==> config.mk <==
export PLATFORM = sky130hd
export DESIGN_NAME = edram_bank_sequencer
export DESIGN_NICKNAME = d
export VERILOG_FILES = /design/src/rtl/edram_bank_sequencer.sv
export SDC_FILE = /design/constraint.sdc
export NUM_CORES = 1
export LEC_CHECK = 0
export ABC_AREA = 1
export BUFFER_PORTS_ARGS = -buffer_cell sky130_fd_sc_hd__buf_4
export CORE_AREA = 2 2 269 271
export CTS_CLUSTER_DIAMETER = 120
export CTS_CLUSTER_SIZE = 8
export DETAILED_ROUTE_END_ITERATION = 8
export DIE_AREA = 0 0 271 273
export PLACE_DENSITY = 0.49
export SLEW_MARGIN = 20
export SYNTH_ARGS = -nofsm -noshare
export SYNTH_HDL_FRONTEND = slang
export SYNTH_SLANG_ARGS = --single-unit
export TNS_END_PERCENT = 20
==> constraint.sdc <==
create_clock -name clk -period 2.2 [get_ports clk]
set_input_delay 0.22 -clock clk [delete_from_list [all_inputs] [get_ports clk]]
set_output_delay 0.22 -clock clk [all_outputs]
set_load 0.02 [all_outputs]
==> src/rtl/edram_bank_sequencer.sv <==
// edram_bank_sequencer: one-request-at-a-time eDRAM access sequencer with per-bank idle power gating.
// Define EDRAM_REFRESH_EN to build in the periodic refresh engine (REF_PRE/REF_ACT states).
module edram_bank_sequencer #(
  parameter int NUM_BANKS      = 16,
  parameter int BANK_ADDR_W    = 11,
  parameter int DATA_W         = 32,
  parameter int WAKE_CYCLES    = 4,
  parameter int IDLE_TIMEOUT   = 64,
  parameter int REFRESH_PERIOD = 512
) (
  input  logic                                     clk,
  input  logic                                     rst,
  input  logic                                     req_valid,
  output logic                                     req_ready,
  input  logic                                     req_we,
  input  logic [$clog2(NUM_BANKS)+BANK_ADDR_W-1:0] req_addr,
  input  logic [DATA_W-1:0]                        req_wdata,
  output logic                                     rsp_valid,
  output logic [DATA_W-1:0]                        rsp_rdata,
  output logic                                     rsp_err,
  output logic [NUM_BANKS-1:0]                     bank_sel,
  output logic [BANK_ADDR_W-1:0]                   bank_addr,
  output logic [DATA_W-1:0]                        bank_wdata,
  output logic                                     precharge_en,
  output logic                                     row_decode_en,
  output logic                                     col_decode_en,
  output logic                                     sense_amp_en,
  output logic                                     write_driver_en,
  input  logic [NUM_BANKS*DATA_W-1:0]              bank_rdata,
  output logic [NUM_BANKS-1:0]                     power_gate_en,
  output logic [NUM_BANKS-1:0]                     rbb_en,
  output logic [3:0]                               fsm_state
);

  localparam int BSEL_W = $clog2(NUM_BANKS);
  localparam int TW     = $clog2(IDLE_TIMEOUT + 1);
  localparam int WW     = $clog2(WAKE_CYCLES + 1);
  localparam logic [BSEL_W:0]    BANK_LIMIT = (BSEL_W + 1)'(NUM_BANKS);
  localparam logic [NUM_BANKS-1:0] SEL_ONE  = NUM_BANKS'(1);

  if (NUM_BANKS < 2 || NUM_BANKS > 64 || WAKE_CYCLES < 1 || IDLE_TIMEOUT < 1 ||
      REFRESH_PERIOD < 1) begin : g_param_check
    $error("edram_bank_sequencer: parameter out of range");
  end

  // Handshake: a request transfers on a rising edge where req_valid && req_ready;
  // req_ready is high only in IDLE, outside reset and with no refresh pending.
  typedef enum logic [3:0] {
    S_IDLE, S_WAKE, S_PRE, S_ROW, S_COL, S_ACC, S_RESP, S_REF_PRE, S_REF_ACT
  } state_t;

  state_t               state;
  logic [BSEL_W-1:0]    req_bank;
  logic [BSEL_W-1:0]    bank_q;
  logic                 we_q;
  logic [WW-1:0]        wake_cnt;
  logic [NUM_BANKS-1:0] req_onehot;
  logic [NUM_BANKS-1:0] target_onehot;
  logic [NUM_BANKS-1:0] busy_mask;
  logic [NUM_BANKS-1:0] wake_mask;
  logic                 req_in_range;
  logic                 accept;
  logic                 target_gated;
  logic                 refresh_pending;
  logic [DATA_W-1:0]    acc_rdata;
  logic [TW-1:0]        idle_timer [NUM_BANKS];

  assign req_bank      = req_addr[BSEL_W+BANK_ADDR_W-1 -: BSEL_W];
  assign req_in_range  = {1'b0, req_bank} < BANK_LIMIT;
  // Out-of-range indices shift the one-hot off the end, so they select no bank.
  assign req_onehot    = SEL_ONE << req_bank;
  assign target_onehot = SEL_ONE << bank_q;
  assign target_gated  = |(power_gate_en & req_onehot);
  assign req_ready     = (state == S_IDLE) && !rst && !refresh_pending;
  assign accept        = req_valid && req_ready;
  assign wake_mask     = (accept && req_in_range && target_gated) ? req_onehot : '0;
  assign rbb_en        = power_gate_en;
  assign fsm_state     = state;

  always_comb begin
    busy_mask = accept ? req_onehot : '0;
    if (state == S_WAKE || state == S_PRE || state == S_ROW || state == S_COL ||
        state == S_ACC || state == S_RESP) begin
      busy_mask = busy_mask | target_onehot;
    end
  end

  always_comb begin
    acc_rdata = '0;
    for (int b = 0; b < NUM_BANKS; b++) begin
      if (bank_q == BSEL_W'(b)) acc_rdata = bank_rdata[b*DATA_W +: DATA_W];
    end
  end

`ifdef EDRAM_REFRESH_EN
  localparam int RW = (REFRESH_PERIOD > 1) ? $clog2(REFRESH_PERIOD) : 1;
  logic [RW-1:0]          ref_cnt;
  logic [BANK_ADDR_W-1:0] ref_row;

  always_ff @(posedge clk) begin
    if (rst) begin
      ref_cnt         <= '0;
      refresh_pending <= 1'b0;
      ref_row         <= '0;
    end else begin
      if (ref_cnt == RW'(REFRESH_PERIOD - 1)) ref_cnt <= '0;
      else                                    ref_cnt <= ref_cnt + 1'b1;
      // The FSM consumes (or skips) a pending refresh in its first IDLE cycle.
      if (ref_cnt == RW'(REFRESH_PERIOD - 1)) refresh_pending <= 1'b1;
      else if (state == S_IDLE)               refresh_pending <= 1'b0;
      if (state == S_REF_ACT) ref_row <= ref_row + 1'b1;
    end
  end
`else
  assign refresh_pending = 1'b0;
`endif

  always_ff @(posedge clk) begin
    if (rst) begin
      state           <= S_IDLE;
      bank_q          <= '0;
      we_q            <= 1'b0;
      wake_cnt        <= '0;
      rsp_valid       <= 1'b0;
      rsp_rdata       <= '0;
      rsp_err         <= 1'b0;
      bank_sel        <= '0;
      bank_addr       <= '0;
      bank_wdata      <= '0;
      precharge_en    <= 1'b0;
      row_decode_en   <= 1'b0;
      col_decode_en   <= 1'b0;
      sense_amp_en    <= 1'b0;
      write_driver_en <= 1'b0;
    end else begin
      rsp_valid <= 1'b0;
      case (state)
        S_IDLE: begin
`ifdef EDRAM_REFRESH_EN
          if (refresh_pending) begin
            if (|(~power_gate_en)) begin
              state        <= S_REF_PRE;
              precharge_en <= 1'b1;
              bank_sel     <= ~power_gate_en;
              bank_addr    <= ref_row;
            end
          end else
`endif
          if (accept) begin
            bank_q     <= req_bank;
            we_q       <= req_we;
            bank_addr  <= req_addr[BANK_ADDR_W-1:0];
            bank_wdata <= req_wdata;
            if (!req_in_range) begin
              state     <= S_RESP;
              rsp_valid <= 1'b1;
              rsp_err   <= 1'b1;
              rsp_rdata <= '0;
            end else if (target_gated) begin
              state    <= S_WAKE;
              wake_cnt <= WW'(WAKE_CYCLES - 1);
            end else begin
              state        <= S_PRE;
              precharge_en <= 1'b1;
              bank_sel     <= req_onehot;
            end
          end
        end
        S_WAKE: begin
          if (wake_cnt == '0) begin
            state        <= S_PRE;
            precharge_en <= 1'b1;
            bank_sel     <= target_onehot;
          end else begin
            wake_cnt <= wake_cnt - 1'b1;
          end
        end
        S_PRE: begin
          state         <= S_ROW;
          precharge_en  <= 1'b0;
          row_decode_en <= 1'b1;
        end
        S_ROW: begin
          state         <= S_COL;
          row_decode_en <= 1'b0;
          col_decode_en <= 1'b1;
        end
        S_COL: begin
          state           <= S_ACC;
          col_decode_en   <= 1'b0;
          write_driver_en <= we_q;
          sense_amp_en    <= !we_q;
        end
        S_ACC: begin
          state           <= S_RESP;
          sense_amp_en    <= 1'b0;
          write_driver_en <= 1'b0;
          bank_sel        <= '0;
          rsp_valid       <= 1'b1;
          rsp_err         <= 1'b0;
          rsp_rdata       <= we_q ? '0 : acc_rdata;
        end
        S_RESP: begin
          state   <= S_IDLE;
          rsp_err <= 1'b0;
        end
`ifdef EDRAM_REFRESH_EN
        S_REF_PRE: begin
          state         <= S_REF_ACT;
          precharge_en  <= 1'b0;
          row_decode_en <= 1'b1;
          sense_amp_en  <= 1'b1;
        end
        S_REF_ACT: begin
          state         <= S_IDLE;
          row_decode_en <= 1'b0;
          sense_amp_en  <= 1'b0;
          bank_sel      <= '0;
        end
`endif
        default: state <= S_IDLE;
      endcase
    end
  end

  // A bank that is the target of the running sequence (or of this cycle's
  // handshake) is held awake; that is what lets a same-cycle request beat the timeout.
  always_ff @(posedge clk) begin
    if (rst) begin
      power_gate_en <= '1;
      for (int b = 0; b < NUM_BANKS; b++) idle_timer[b] <= '0;
    end else begin
      for (int b = 0; b < NUM_BANKS; b++) begin
        if (wake_mask[b]) begin
          power_gate_en[b] <= 1'b0;
          idle_timer[b]    <= '0;
        end else if (busy_mask[b]) begin
          idle_timer[b] <= '0;
        end else if (!power_gate_en[b]) begin
          if (idle_timer[b] == TW'(IDLE_TIMEOUT - 1)) begin
            power_gate_en[b] <= 1'b1;
            idle_timer[b]    <= '0;
          end else begin
            idle_timer[b] <= idle_timer[b] + 1'b1;
          end
        end
      end
    end
  end

endmodule

==> results.md, run 1 <==
- Status: complete, but fails checks
- Failing checks: negative setup slack
- Clock Latency Late Sink: 0.55 ns
- Worst-case clock buffer depth: 3
- Worst setup margin: -0.211 ns
- DR vias/cell: 4.55
- Hold WC Path Type: input pin to register
- Critical Path End Type: register
- Post-Synth XOR/XNOR Area: 0.0119
- FFs w/ async S/R, synth: 0
- Synth top area share: 0.218
- Worst reg-to-reg path cell count: 13
- Internal Power: 11200 uW
- Flop2flop setup slack: -0.21 ns
- Remaining global-route overflow: 0
- Worst r2r src: bank_q[2]
- CTS sink count: 236
- Layout fillers: 7753
- Final nets: 3805
- DP HPWL: 79.0 mm
- P_leak: 0.0122 uW
- Net Sw Frac: 0.376
- Ratio of cells with drive above 1 in the final layout: 0.380
- Area share of fa/ha/maj cells after synthesis: 0.0146
- Sequential power share: 0.299
- Post-Syn Instances: 2331
- Placed cell count: 4053
- Number of port buffers: 695
- Starting DRT DRC Count: 1255
- Hold Fails Final Rpt: 0
- Unrepaired setup endpoints after global routing: yes
- Critical path peak fanout: 5
- Pre-CTS WS: -0.644 ns
- Number of synthesized flops with an enable pin: 112
- IO Pins: 698
- Worst slew pin tran: 0.594 ns
- GP Congestion: 0.970
- Overall Power: 18000 uW
- CTS clock-pin slew for the worst setup and hold paths: 0.06 ns
- FMAX: 0.415 GHz
- Synth top area cells: edfxtp_1 22%, nand2_1 18%, dfxtp_1 16%
- Die Height: 273 um
- Post-layout min period: 2.41 ns
- Top_reg_cell synth: dfxtp_1
- Synth area leader: edfxtp_1
- Max rail drop VDD: 0.449 mV
- Syn Std Cell Area: 0.0154 mm2
- Synth warn: 0
- Total core area: 0.0710 mm2
- Most numerous cell in the Yosys netlist: nand2_1
- Clock Skew: 0.0276 ns
- Non-Filler Instances: 4202
- ANT nets after route: 0
- Total Routing Usage GR: 0.250
- Final Cycle Share: 1.10
- Startpoint Class: register
- Rel. slew slack: 0.604
- FP Rows: 98
- Placed cell areas: 0.0230 mm2
- Mux cell area share after synthesis: 0
- Die area: 0.0740 mm2
- Total Wirelength: 95.7 mm
- Max Slew Vio Count: 0
- Worst path required time: 2.60 ns
- Syn_area_per_cell: 6.61 um2
- Power share of the combinational group: 0.416
- Clock Root Buffer: clkbuf_16
- DRC Markers: 0
- CTS tree: done
- Hold path start: bank_rdata[489]
- Synth cell count leaders: 721 x nand2_1, 261 x nor2_1, 257 x inv_1
- Synthesized flop and latch total: 236
- Layout overhead on the synthesized area: 66.2%
- Die width: 271 um
- Clk pwr share: 0.285
- Post-synthesis simple-gate area fraction: 0.401
- Combinational family with the most area after synthesis: simple AND/OR/NAND/NOR gates
- Total CTS buffers: 35
- Worst reg2reg path endpoint: rsp_rdata[28]
- Net load switching power: 6750 uW
- Worst Hold End: rsp_rdata[9]
- Hold Crit Depth: 5
- CTS H-tree depth: 2
- Setup TNS: -1.60 ns
- Max-cap violation count: 0
- Worst EP arrival: 2.81 ns
- Pwr dens: 702 mW/mm2
- TritonRoute pass-1 iters: 5
- Routed len/inst: 22.8 um
- Initial core utilization: 0.217
- First-pass GRT wire length: 133 mm
- Sequential share of the synthesized area: 0.380
- WS Path Type: register to register
- Initial antenna violation count: 16
- Synth unique cells: 44
- Synth Area in Compound Gates: 0.0877
- Vias: 19100
- Finished Cell Area: 0.0256 mm2
- # setup viols final: 20
- Largest net degree at the start of global routing: 47
- Vias in the first global route: 18800
-- per-stage QoR --
stage / util / hold slack (ns)
finish: 0.360 / 0.0515
global route: 0.360 / 0.0738
CTS: 0.350 / 0.0227
detailed placement: 0.324 / 0.418
global placement: 0.324 / 0.415
floorplan: - / 0.331
-- power by group through the flow --
stage / Sequential, uW / Combinational [uW] / Clock [uW]
after global placement: 5440 / 6540 / 0
after global routing: 5440 / 8030 / 5420
after detailed placement: 5460 / 6550 / 0
final: 5380 / 7480 / 5110
after CTS: 5380 / 6940 / 5250
after floorplan: 5710 / 2470 / 0
-- layer usage --
layer	track usage	share of wire	vias up	wire length (um)
li1	-	-	9293	-
met1	0.310	0.41	8882	39200
met2	0.416	0.47	791	44600
met3	0.0585	0.078	149	7420
met4	0.101	0.046	2	4430
met5	0	0.00017	-	16
-- worst max path at each step --
stage | from | to | slack (ns) | cells after the start
3_5_place_dp | bank_q[3] | rsp_rdata[24] | -0.64 | 15
2_1_floorplan | fsm_state[1] | idle_timer[1][10] | 0.08 | 13
4_1_cts | bank_q[2] | rsp_rdata[21] | -0.19 | 13
6_report | bank_q[2] | rsp_rdata[28] | -0.21 | 13
3_3_place_gp | bank_q[2] | rsp_rdata[24] | -0.61 | 15
5_1_grt | bank_q[2] | rsp_rdata[28] | -0.29 | 13
-- area by class of cell --
type,count,area [um2],share of cell area
Multi-Input combinational cell,1703,8550,0.334
Clock inverter,3,26.3,0.00103
Sequential cell,236,5860,0.229
Antenna cell,10,25.0,0.000978
Timing Repair Buffer,977,7920,0.309
Tap cell,950,1190,0.0465
Clock buffer,52,961,0.0376
Inverter,271,1050,0.0411
-- sequential cells by signal (all words and copies together) (netlist names), 4 cells and up --
| name | cells |
|---|---|
| bank_q | 4 |
| power_gate_en | 16 |
| bank_wdata | 32 |
| bank_sel | 16 |
| idle_timer | 112 |
| bank_addr | 11 |
| rsp_rdata | 32 |
-- repair_timing --
action	in CTS	in global routing
pin swaps	28	82
gates resized for setup	84	149
hold buffers	44	0
cloned	0	1
endpoints found under the hold margin	44	0
setup endpoints to repair	73	189
setup buffers	19	23
-- cells by family after synthesis --
group | count (synthesis)
AND/OR/NAND/NOR | 1412
buffers and inverters | 393
AO/OA/AOI/OAI | 250
flip-flops | 236
XOR/XNOR | 21
adder cells (fa/ha/maj) | 18
other | 1
-- worst max-delay path, cell delays in order, from the launching register on --
cell and delay (ns):
dfxtp_4 0.36, nor2_4 0.18, nand2_4 0.09, buf_6 0.13
buf_6 0.11, or2_0 0.19, nand2_1 0.11, nand4_1 0.25
nand2_1 0.16, nand4_1 0.10, nor3_2 0.17, nand4_1 0.22
nand2_1 0.12, a21oi_1 0.06
-- placed cells by master, fill, tap and decap left out, types with 19 or more instances in the layout --
| cell type | n |
|---|---|
| clkbuf_16 | 37 |
| buf_6 | 34 |
| nand2_2 | 38 |
| buf_12 | 25 |
| o21ai_0 | 69 |
| or2_0 | 19 |
| dlygate4sd3_1 | 44 |
| nand3_2 | 21 |
| inv_2 | 20 |
| inv_1 | 241 |
| nand3_1 | 176 |
| or2_2 | 67 |
| nor2_1 | 222 |
| nand4_1 | 78 |
| nor2_2 | 23 |
| dfxtp_1 | 118 |
| nor2_4 | 23 |
| edfxtp_1 | 112 |
| buf_4 | 871 |
| a21oi_1 | 136 |
| nand2_1 | 671 |
(Power assumes the default switching activity.)
==> run 2: changes to the inputs <==
--- a/config.mk
+++ b/config.mk
@@ -6,13 +6,14 @@
 export NUM_CORES = 1
 export LEC_CHECK = 0
 export ABC_AREA = 1
-export BUFFER_PORTS_ARGS = -buffer_cell sky130_fd_sc_hd__buf_4
+export BUFFER_PORTS_ARGS = -buffer_cell sky130_fd_sc_hd__buf_2
 export CORE_AREA = 2 2 269 271
 export CTS_CLUSTER_DIAMETER = 120
 export CTS_CLUSTER_SIZE = 8
 export DETAILED_ROUTE_END_ITERATION = 8
 export DIE_AREA = 0 0 271 273
 export PLACE_DENSITY = 0.49
+export SKIP_LAST_GASP = 1
 export SLEW_MARGIN = 20
 export SYNTH_ARGS = -nofsm -noshare
 export SYNTH_HDL_FRONTEND = slang
==> results.md, run 2 (synthesis gave the netlist of run 1 again) <==
- Final hold slack: 0.0548 ns
- CTS sink count: 236
- Worst slew pin tran: 0.576 ns
- IO Pins: 698
- DRC Markers: 0
- Routed len/inst: 22.6 um
- Final nets: 3793
- Rel. slew slack: 0.616
- Vias: 19300
- DR vias/cell: 4.60
- Vias in the first global route: 18800
- Largest net degree at the start of global routing: 46
- Top Registers: idle_timer: 112 flops, bank_wdata: 32 flops, rsp_rdata: 32 flops
- Pwr dens: 738 mW/mm2
- CTS clock-pin slew for the worst setup and hold paths: 0.06 ns
- Clock Skew: 0.0153 ns
- Setup crit start: bank_q[3]
- Worst setup margin: -0.301 ns
- Layout overhead on the synthesized area: 54.1%
- Die area: 0.0740 mm2
- FP Rows: 98
- Ratio of cells with drive above 1 in the final layout: 0.374
- Initial antenna violation count: 34
- Hold WC Path Type: input pin to register
- WS Path Type: register to register
- First-pass GRT wire length: 132 mm
- CTS tree: done
- Worst-case clock buffer depth: 3
- Worst r2r src: bank_q[3]
- Commonest non-fill, non-tap cell in the layout: buf_2
- Hold path start: bank_rdata[405]
- Clock Root Buffer: clkbuf_16
- CTS H-tree depth: 2
- ANT nets after route: 0
- Placed cell areas: 0.0212 mm2
- Total core area: 0.0710 mm2
- Number of flip-flops in the largest register: 112
- Max-cap violation count: 0
- DP HPWL: 78.7 mm
- Die width: 271 um
- Die Height: 273 um
- FMAX: 0.400 GHz
- Total Wirelength: 95.1 mm
- Setup TNS: -2.03 ns
- Pre-CTS WS: -0.583 ns
- Hold Fails Final Rpt: 0
- Post-layout min period: 2.50 ns
- Initial core utilization: 0.217
- Most frequent cells in the layout: 695 x buf_2, 664 x nand2_1, 243 x inv_1, 228 x nor2_1, 180 x nand3_1
- Status: complete, but fails checks
- Worst EP arrival: 2.90 ns
- Starting DRT DRC Count: 1429
- Max rail drop VDD: 0.492 mV
- Critical Path End Type: register
- Worst path required time: 2.60 ns
- Finished Cell Area: 0.0237 mm2
- Final Cycle Share: 1.14
- Max Slew Vio Count: 0
- Failing checks: negative setup slack
- Startpoint Class: register
- Largest register by flop count: idle_timer
- Total Routing Usage GR: 0.247
- Remaining global-route overflow: 0
- P_leak: 0.0116 uW
- Critical path peak fanout: 6
- Unrepaired setup endpoints after global routing: yes
- Clock Latency Late Sink: 0.54 ns
- Final Util: 0.334
- TritonRoute pass-1 iters: 5
- Number of port buffers: 695
- GP Congestion: 1.00
- # setup viols final: 22
- Total CTS buffers: 35
==> run 2: critical path, cell delays in order (launching register included) <==
cell and delay, ns:
dfxtp_4 0.36, nor2_4 0.18, nand2_4 0.09, buf_8 0.14, or2_4 0.24, nand2_4 0.07
nand4_1 0.26, nand2_1 0.18, nand4_1 0.15, nor3_2 0.24, nand4_1 0.22, nand2_1 0.17
a21oi_1 0.07
==> run 2: repair_timing <==
item,CTS,global route
hold buffers,44,0
hold endpoints to repair,44,0
gates resized for setup,64,139
setup buffers,17,25
endpoints found under the setup margin,80,188
pin swaps,30,95
cloned,0,2
==> run 2: final timing paths <==
path	endpoint	slack, ns	cells after the start
worst max register to register	rsp_rdata[28]	-0.30	12
worst min-delay path	rsp_rdata[21]	0.05	5
worst max-delay path	rsp_rdata[28]	-0.30	12
worst min register to register	rsp_rdata[24]	0.46	2
==> run 2: routing by layer <==
metal	wire length (um)	vias to the layer above	global-route usage
li1	-	9285	-
met1	38500	9006	0.305
met2	44300	861	0.408
met3	7930	165	0.0564
met4	4380	4	0.112
met5	28	-	0
==> run 2: final cells by class <==
type | instances | area, um2
inverters | 271 | 1040
clock inverters | 3 | 58.8
multi-input cells | 1704 | 8560
diodes | 21 | 52.6
fillers | 7861 | 47300
well taps | 950 | 1190
flip-flops and latches | 236 | 5860
repair buffers | 964 | 6030
clock buffers | 52 | 940
==> run 2: metrics by stage <==
stage                     std cells  power [uW]
after floorplan                2332        8180
after global placement         4040       11500
after detailed placement       4040       11500
after CTS                      4155       17100
after global routing           4196       18400
final                          4201       17500
==> run 2: where the power goes <==
group	switching [uW]	internal, uW
clock	2110	3060
sequential	280	5060
combinational	4350	2650
total	6740	10800
